[src/rtl/pipe_flow_ctrl.sv]
// Pipeline flow controller: prioritised enable/bubble/flush generation for the
// PC and pipeline registers, MDU busy sequencing and a stall-cycle counter.
module pipe_flow_ctrl #(
    parameter int unsigned MULT_LAT = 5,
    parameter int unsigned DIV_LAT  = 10,
    parameter int unsigned CNT_W    = 4,
    parameter int unsigned PERF_W   = 32
) (
    input  logic              clk,
    input  logic              reset,
    input  logic              stall_data,
    input  logic              D_is_md,
    input  logic              E_md_start,
    input  logic              E_md_div,
    input  logic              exc_req,
    input  logic              D_eret,
    output logic              pc_en,
    output logic              fd_en,
    output logic              fd_flush,
    output logic              de_bubble,
    output logic              de_req,
    output logic              de_exlclr,
    output logic [1:0]        pc_sel,
    output logic              md_busy,
    output logic [CNT_W-1:0]  md_cnt,
    output logic [PERF_W-1:0] stall_cnt
);

    localparam logic [1:0] SEL_SEQ = 2'b00;
    localparam logic [1:0] SEL_EXC = 2'b01;
    localparam logic [1:0] SEL_EPC = 2'b10;

    logic              md_busy_q, md_busy_d;
    logic [CNT_W-1:0]  md_cnt_q, md_cnt_d;
    logic [PERF_W-1:0] stall_cnt_q, stall_cnt_d;
    logic              md_stall;
    logic              stall;
    logic              md_start;

    assign md_stall = D_is_md & (md_busy_q | E_md_start);
    assign stall    = stall_data | md_stall;
    // A start coinciding with an exception belongs to the flushed E instruction.
    assign md_start = E_md_start & ~exc_req;

    always_comb begin
        pc_en     = 1'b1;
        fd_en     = 1'b1;
        fd_flush  = 1'b0;
        de_bubble = 1'b0;
        de_req    = 1'b0;
        de_exlclr = 1'b0;
        pc_sel    = SEL_SEQ;
        if (!reset) begin
            if (exc_req) begin
                de_req   = 1'b1;
                fd_flush = 1'b1;
                pc_sel   = SEL_EXC;
            end else if (stall) begin
                pc_en     = 1'b0;
                fd_en     = 1'b0;
                de_bubble = 1'b1;
            end else if (D_eret) begin
                fd_flush = 1'b1;
                pc_sel   = SEL_EPC;
            end
        end
    end

    always_comb begin
        md_busy_d = md_busy_q;
        md_cnt_d  = md_cnt_q;
        if (md_start) begin
            md_cnt_d  = E_md_div ? CNT_W'(DIV_LAT) : CNT_W'(MULT_LAT);
            md_busy_d = 1'b1;
        end else if (md_cnt_q > CNT_W'(1)) begin
            md_cnt_d = md_cnt_q - CNT_W'(1);
        end else if (md_cnt_q == CNT_W'(1)) begin
            md_cnt_d  = '0;
            md_busy_d = 1'b0;
        end
    end

    always_comb begin
        stall_cnt_d = stall_cnt_q;
        if (stall && !exc_req && !(&stall_cnt_q)) begin
            stall_cnt_d = stall_cnt_q + PERF_W'(1);
        end
    end

    always_ff @(posedge clk) begin
        if (reset) begin
            md_busy_q   <= 1'b0;
            md_cnt_q    <= '0;
            stall_cnt_q <= '0;
        end else begin
            md_busy_q   <= md_busy_d;
            md_cnt_q    <= md_cnt_d;
            stall_cnt_q <= stall_cnt_d;
        end
    end

    assign md_busy   = md_busy_q;
    assign md_cnt    = md_cnt_q;
    assign stall_cnt = stall_cnt_q;

endmodule
[config.mk]
export PLATFORM = sky130hd
export DESIGN_NAME = pipe_flow_ctrl
export DESIGN_NICKNAME = d
export VERILOG_FILES = /design/src/rtl/pipe_flow_ctrl.sv
export SDC_FILE = /design/constraint.sdc
export NUM_CORES = 1
export LEC_CHECK = 0
export ABC_AREA = 1
export ABC_CLOCK_PERIOD_IN_PS = 2200
export CAP_MARGIN = 20
export CORE_MARGIN = 3
export CORE_UTILIZATION = 51
export CTS_CLUSTER_DIAMETER = 80
export DETAILED_ROUTE_END_ITERATION = 10
export PLACE_DENSITY = 0.77
export SLEW_MARGIN = 20
export SYNTH_ARGS = -nofsm -noshare
export SYNTH_HDL_FRONTEND = slang
export SYNTH_SLANG_ARGS = --single-unit
[constraint.sdc]
create_clock -name clk -period 2.2 [get_ports clk]
set_input_delay 0.22 -clock clk [delete_from_list [all_inputs] [get_ports clk]]
set_output_delay 0.22 -clock clk [all_outputs]
set_load 0.01 [all_outputs]
==> After elaboration in Yosys (flattened, before gate mapping) <==
Cells that the tools add are included.
{ "word_totals": {"register_bits": 37, "in_bits": 8, "word_cells": 44} }
{ "op_classes": {"n_addsub": 2, "order_cmp": 1, "eq_ne": 2, "mux": 23, "bitwise": 5, "reduce_logical": 8} }
{ "ops": {"columns": ["operator", "count"], "rows": [
  ["$add 32x1->32 const B", 1],
  ["$reduce_and 32->1", 1],
  ["$mux 4", 4],
  ["$mux 1", 15],
  ["$mux 2", 4],
  ["$eq 4x1->1 const B", 1],
  ["$gt 4x1->1 const B", 1],
  ["$sub 4x1->4 const B", 1],
  ["$reduce_bool 3->1", 1],
  ["$and 1x1->1", 2],
  ["$logic_and 1x1->1", 2],
  ["$logic_not 1->1", 2],
  ["$ne 2x2->1 const B", 1],
  ["$or 1x1->1", 2],
  ["$reduce_and 2->1", 1],
  ["$reduce_bool 2->1", 1],
  ["$not 1->1", 1]
]} }

==> Logic depth before layout (Yosys ltp) <==
{ "depth": {"ltp_word": 6, "ltp_mapped": 11, "ltp_nobuf": 10} }

==> Least setup slack after synthesis <==
No wires, ideal clock.
{ "synth_timing": {"kind": "reg2reg", "start": "register stall_cnt_q[1] (netlist: stall_cnt[1])", "end": "register stall_cnt_q[10] (netlist: stall_cnt[10])", "setup_ns": 0.138, "t_arrival_ns": 1.566, "setup_slack_ns": 0.497, "stages_incl_launch_ff": 12, "path_buffers": 1, "synth_period_minus_slack_ns": 1.703, "path_cell_list": "dfxtp_1 -> ha_1 -> nand2_2 -> nor2_4 -> nand2_4 -> nor2_8 -> nand2_4 -> nand2_8 -> inv_2 -> buf_6 -> nand2_1 -> a21oi_2"} }
{ "synth_between": {"elab_chain_len": 3} }
{ "synth_lines": {"columns": ["item", "line", "rtl"], "rows": [
  ["start, declared", "35", "logic [PERF_W-1:0] stall_cnt_q, stall_cnt_d;"],
  ["start signal, assigned", "98", "stall_cnt_q <= stall_cnt_d;"],
  ["parallel branches: the longest is 3 deep, another holds $add 32x1->32", null, null]
]} }
Parallel ways; which one is timed is not known.
A chain may end at the register's enable or synchronous reset.

==> Final worst setup path <==
{ "layout_timing": {"start": "input E_md_start", "end": "output pc_sel[1]"} }
{ "layout_between": {"elab_chain_len": 6} }
{ "layout_lines": {"columns": ["item", "line", "rtl"], "rows": [
  ["start, declared", "13", "input logic E_md_start,"],
  ["$or 1x1->1", "40", "assign md_stall = D_is_md & (md_busy_q | E_md_start);"],
  ["$and 1x1->1", "40", null],
  ["$or 1x1->1", "41", "assign stall = stall_data | md_stall;"],
  ["$mux 2", "58", "end else if (stall) begin"],
  ["$mux 2", "54", "if (exc_req) begin"],
  ["$mux 2", "53", "if (!reset) begin"],
  ["end, declared", "23", "output logic [1:0] pc_sel,"]
]} }
Every way passes these cells.

==> results.py <==
metrics = {
    "status": {
        "status": "completed",
    },
    "die": {
        "fp.dieH_microns": 74.6,
        "core-area_sq_um": 4440,
        "die_w_microns": 74.6,
        "ios": 53,
        "initial_utilization_pct": 54.1,
        "dieArea_sq_um": 5570,
        "rows": 24,
    },
    "cts": {
        "cts_tree": "built",
        "clockBufferDepth": 2,
        "cts_hold_buffers": 0,
        "cts_sinks": 37,
        "htreeDepth": 2,
        "cts_buffers": 5,
        "clk_latency_ns": 0.29,
        "clock-root-buffer": "clkbuf_8",
        "clk_pin_slew_ns": 0.08,
    },
    "routing": {
        "drc": 0,
        "dr.pass1.iters": 4,
        "vias_per_cell": 5.05,
        "drt_iter0_drc": 162,
        "wl_per_cell_microns": 11.9,
        "wl_microns": 5820,
        "ant_nets": 0,
        "vias": 2474,
    },
    "setup_path": {
        "critPathBufInv": 2,
        "cp_slowest_cell": "clkdlybuf4s50_1",
        "critPathTopFamily": "buffers and inverters",
        "cp.required_ns": 1.98,
        "critPathArrivalTime_ns": 1.89,
        "rrSetupSlack_ns": 0.25,
        "worstPathCellList": "clkdlybuf4s50_1, or2_2, a21oi_1, nand3_1, nor2_1, clkdlybuf4s50_1",
        "worstPathMaxFanout": 2,
        "cp_common_cell": "clkdlybuf4s50_1",
        "startpoint_type": "input port",
        "cp_slowest_stage_delay_ns": 0.54,
        "path_class": "in -> out",
        "cp-end-kind": "output pin",
    },
    "finish": {
        "syn_to_final_growth_pct": 25.5,
        "final_common_cell": "nand2_1",
        "mostFrequentLayoutCells": "nand2_1, nor2_1, clkdlybuf4s50_1",
        "finalNetCount": 448,
        "design_area_sq_um": 3010,
        "fillCellCount": 420,
        "fin_cells": 490,
        "antenna_cells": 0,
        "drive_above_1_share_pct": 8.22,
        "utilization_pct": 67.8,
    },
    "min_path": {
        "hold_path.class": "reg -> reg",
    },
    "placement": {
        "gp_congestion": 0.843,
        "dp_hpwl_microns": 4480,
        "placed_area_sq_um": 2930,
        "dp_cells": 482,
        "portBuffers": 51,
    },
    "grt": {
        "grt_max_degree": 27,
        "grt-ovfl-total": 0,
        "track_usage_pct": 22.4,
        "grt_pass1_wl_microns": 10000,
        "antenna_found_initial": 0,
        "first_global_vias": 2285,
    },
    "logic_synthesis": {
        "yosysTopAreaCellShare_pct": 30.8,
        "synth-edff-count": 0,
        "postSynthAreaPerCell_sq_um": 6.22,
        "synth_ff_type": "dfxtp_1",
        "synth_nets": 397,
        "ys_ff_latch": 37,
        "yosysTopAreaCell": "dfxtp_1",
        "synth_area_sq_um": 2400,
        "synthArstFlopShare_pct": 0,
        "ys_seq_area_share_pct": 30.8,
        "synthTopCellsByArea": "dfxtp_1, nand2_1, nor2_1, inv_1, nand3_1",
        "syn-instance-count": 386,
        "ys_types": 31,
        "yosys_warnings": 0,
    },
    "pwr": {
        "leakage_nw": 1.13,
        "cellPowerDensity_nw_per_um2": 537,
        "peakVddDrop_uv": 385,
    },
    "sta": {
        "final_max_slew_viol_count": 0,
        "final_hold_viol_count": 0,
        "period_share_pct": 95.8,
        "rsz0062_at_grt": "false",
        "setup_viol": 0,
        "final.setup_skew_ns": 0.00405,
        "clock.fmax_ghz": 0.474,
        "fin_crit_ns": 2.11,
        "tns_ns": 0,
    },
    "flow_run": {
        "drv_cap": 0,
    },
}
==> registers in the layout, summed over array words and instances, names as in the netlist <==
| name | count |
|---|---|
| md_cnt | 4 |
| md_busy | 1 |
| stall_cnt | 32 |
==> worst min-delay path, delay by kind of cell (launching register included) <==
kind | cells | cell delay [ns]
DFF | 1 | 0.32
and+or+nand+nor | 1 | 0.06
AOI/OAI and AO/OA | 1 | 0.05
==> kinds of logic after synthesis <==
logic type | Yosys count | synth area share, %
AO/OA/AOI/OAI | 35 | 9.32
XOR/XNOR | 14 | 5.10
adder cells (fa/ha/maj) | 3 | 1.56
buffers and inverters | 46 | 8.91
flip-flops | 37 | 30.8
other | 1 | 0.156
AND/OR/NAND/NOR | 250 | 44.1
==> cell usage after synthesis (all sizes together), types with 2 or more instances <==
cell type	count
nand4	5
clkbuf	3
nor3	2
xnor2	6
xor2	8
inv	35
or2	2
a21oi	28
nor2	71
o21ai	3
dfxtp	37
buf	8
nand3	21
ha	3
nand2	147
a31oi	2
==> layout make-up <==
type	instances	area (sq um)	share of cell area, %
multi-input combinational	303	1450	48.0
clock inverter	3	17.5	0.581
clock buffer	5	68.8	2.28
sequential	37	741	24.6
inverter	35	131	4.36
timing repair buffer	55	543	18.0
tap	52	65.1	2.16
==> worst paths after layout <==
kind,start,end,cells after the start
hold / removal,md_busy,md_busy,2
setup reg to reg,stall_cnt[1],stall_cnt[27],10
setup / recovery,E_md_start,pc_sel[1],6
hold reg to reg,md_busy,md_busy,2
==> metal layers <==
layer	global-route usage [%]	wire, microns
met4	4.74	59
met2	37.9	2670
met3	4.41	322
met5	0	0
met1	29.9	2770
==> metrics by stage <==
stage	hold slack (ns)	power [W]	setup slack [ns]
after floorplan	0.390	0.00101	0.497
after global placement	0.471	0.00115	0.117
after detailed placement	0.470	0.00116	0.0512
after CTS	0.484	0.00163	0.0393
after global routing	0.520	0.00170	0.0249
final	0.476	0.00162	0.0920
==> repair_timing <==
item,in CTS,in global routing
hold endpoints to repair,0,0
setup buffers,0,0
resized for setup,0,1
endpoints found under the setup margin,0,1
==> power by group <==
| part | internal [W] | switching [W] |
|---|---|---|
| registers | 0.000708 | 0.0000418 |
| logic | 0.000185 | 0.000207 |
| clock network | 0.000219 | 0.000259 |
| total | 0.00111 | 0.000508 |
No activity file was read; power rests on OpenSTA's default activity.
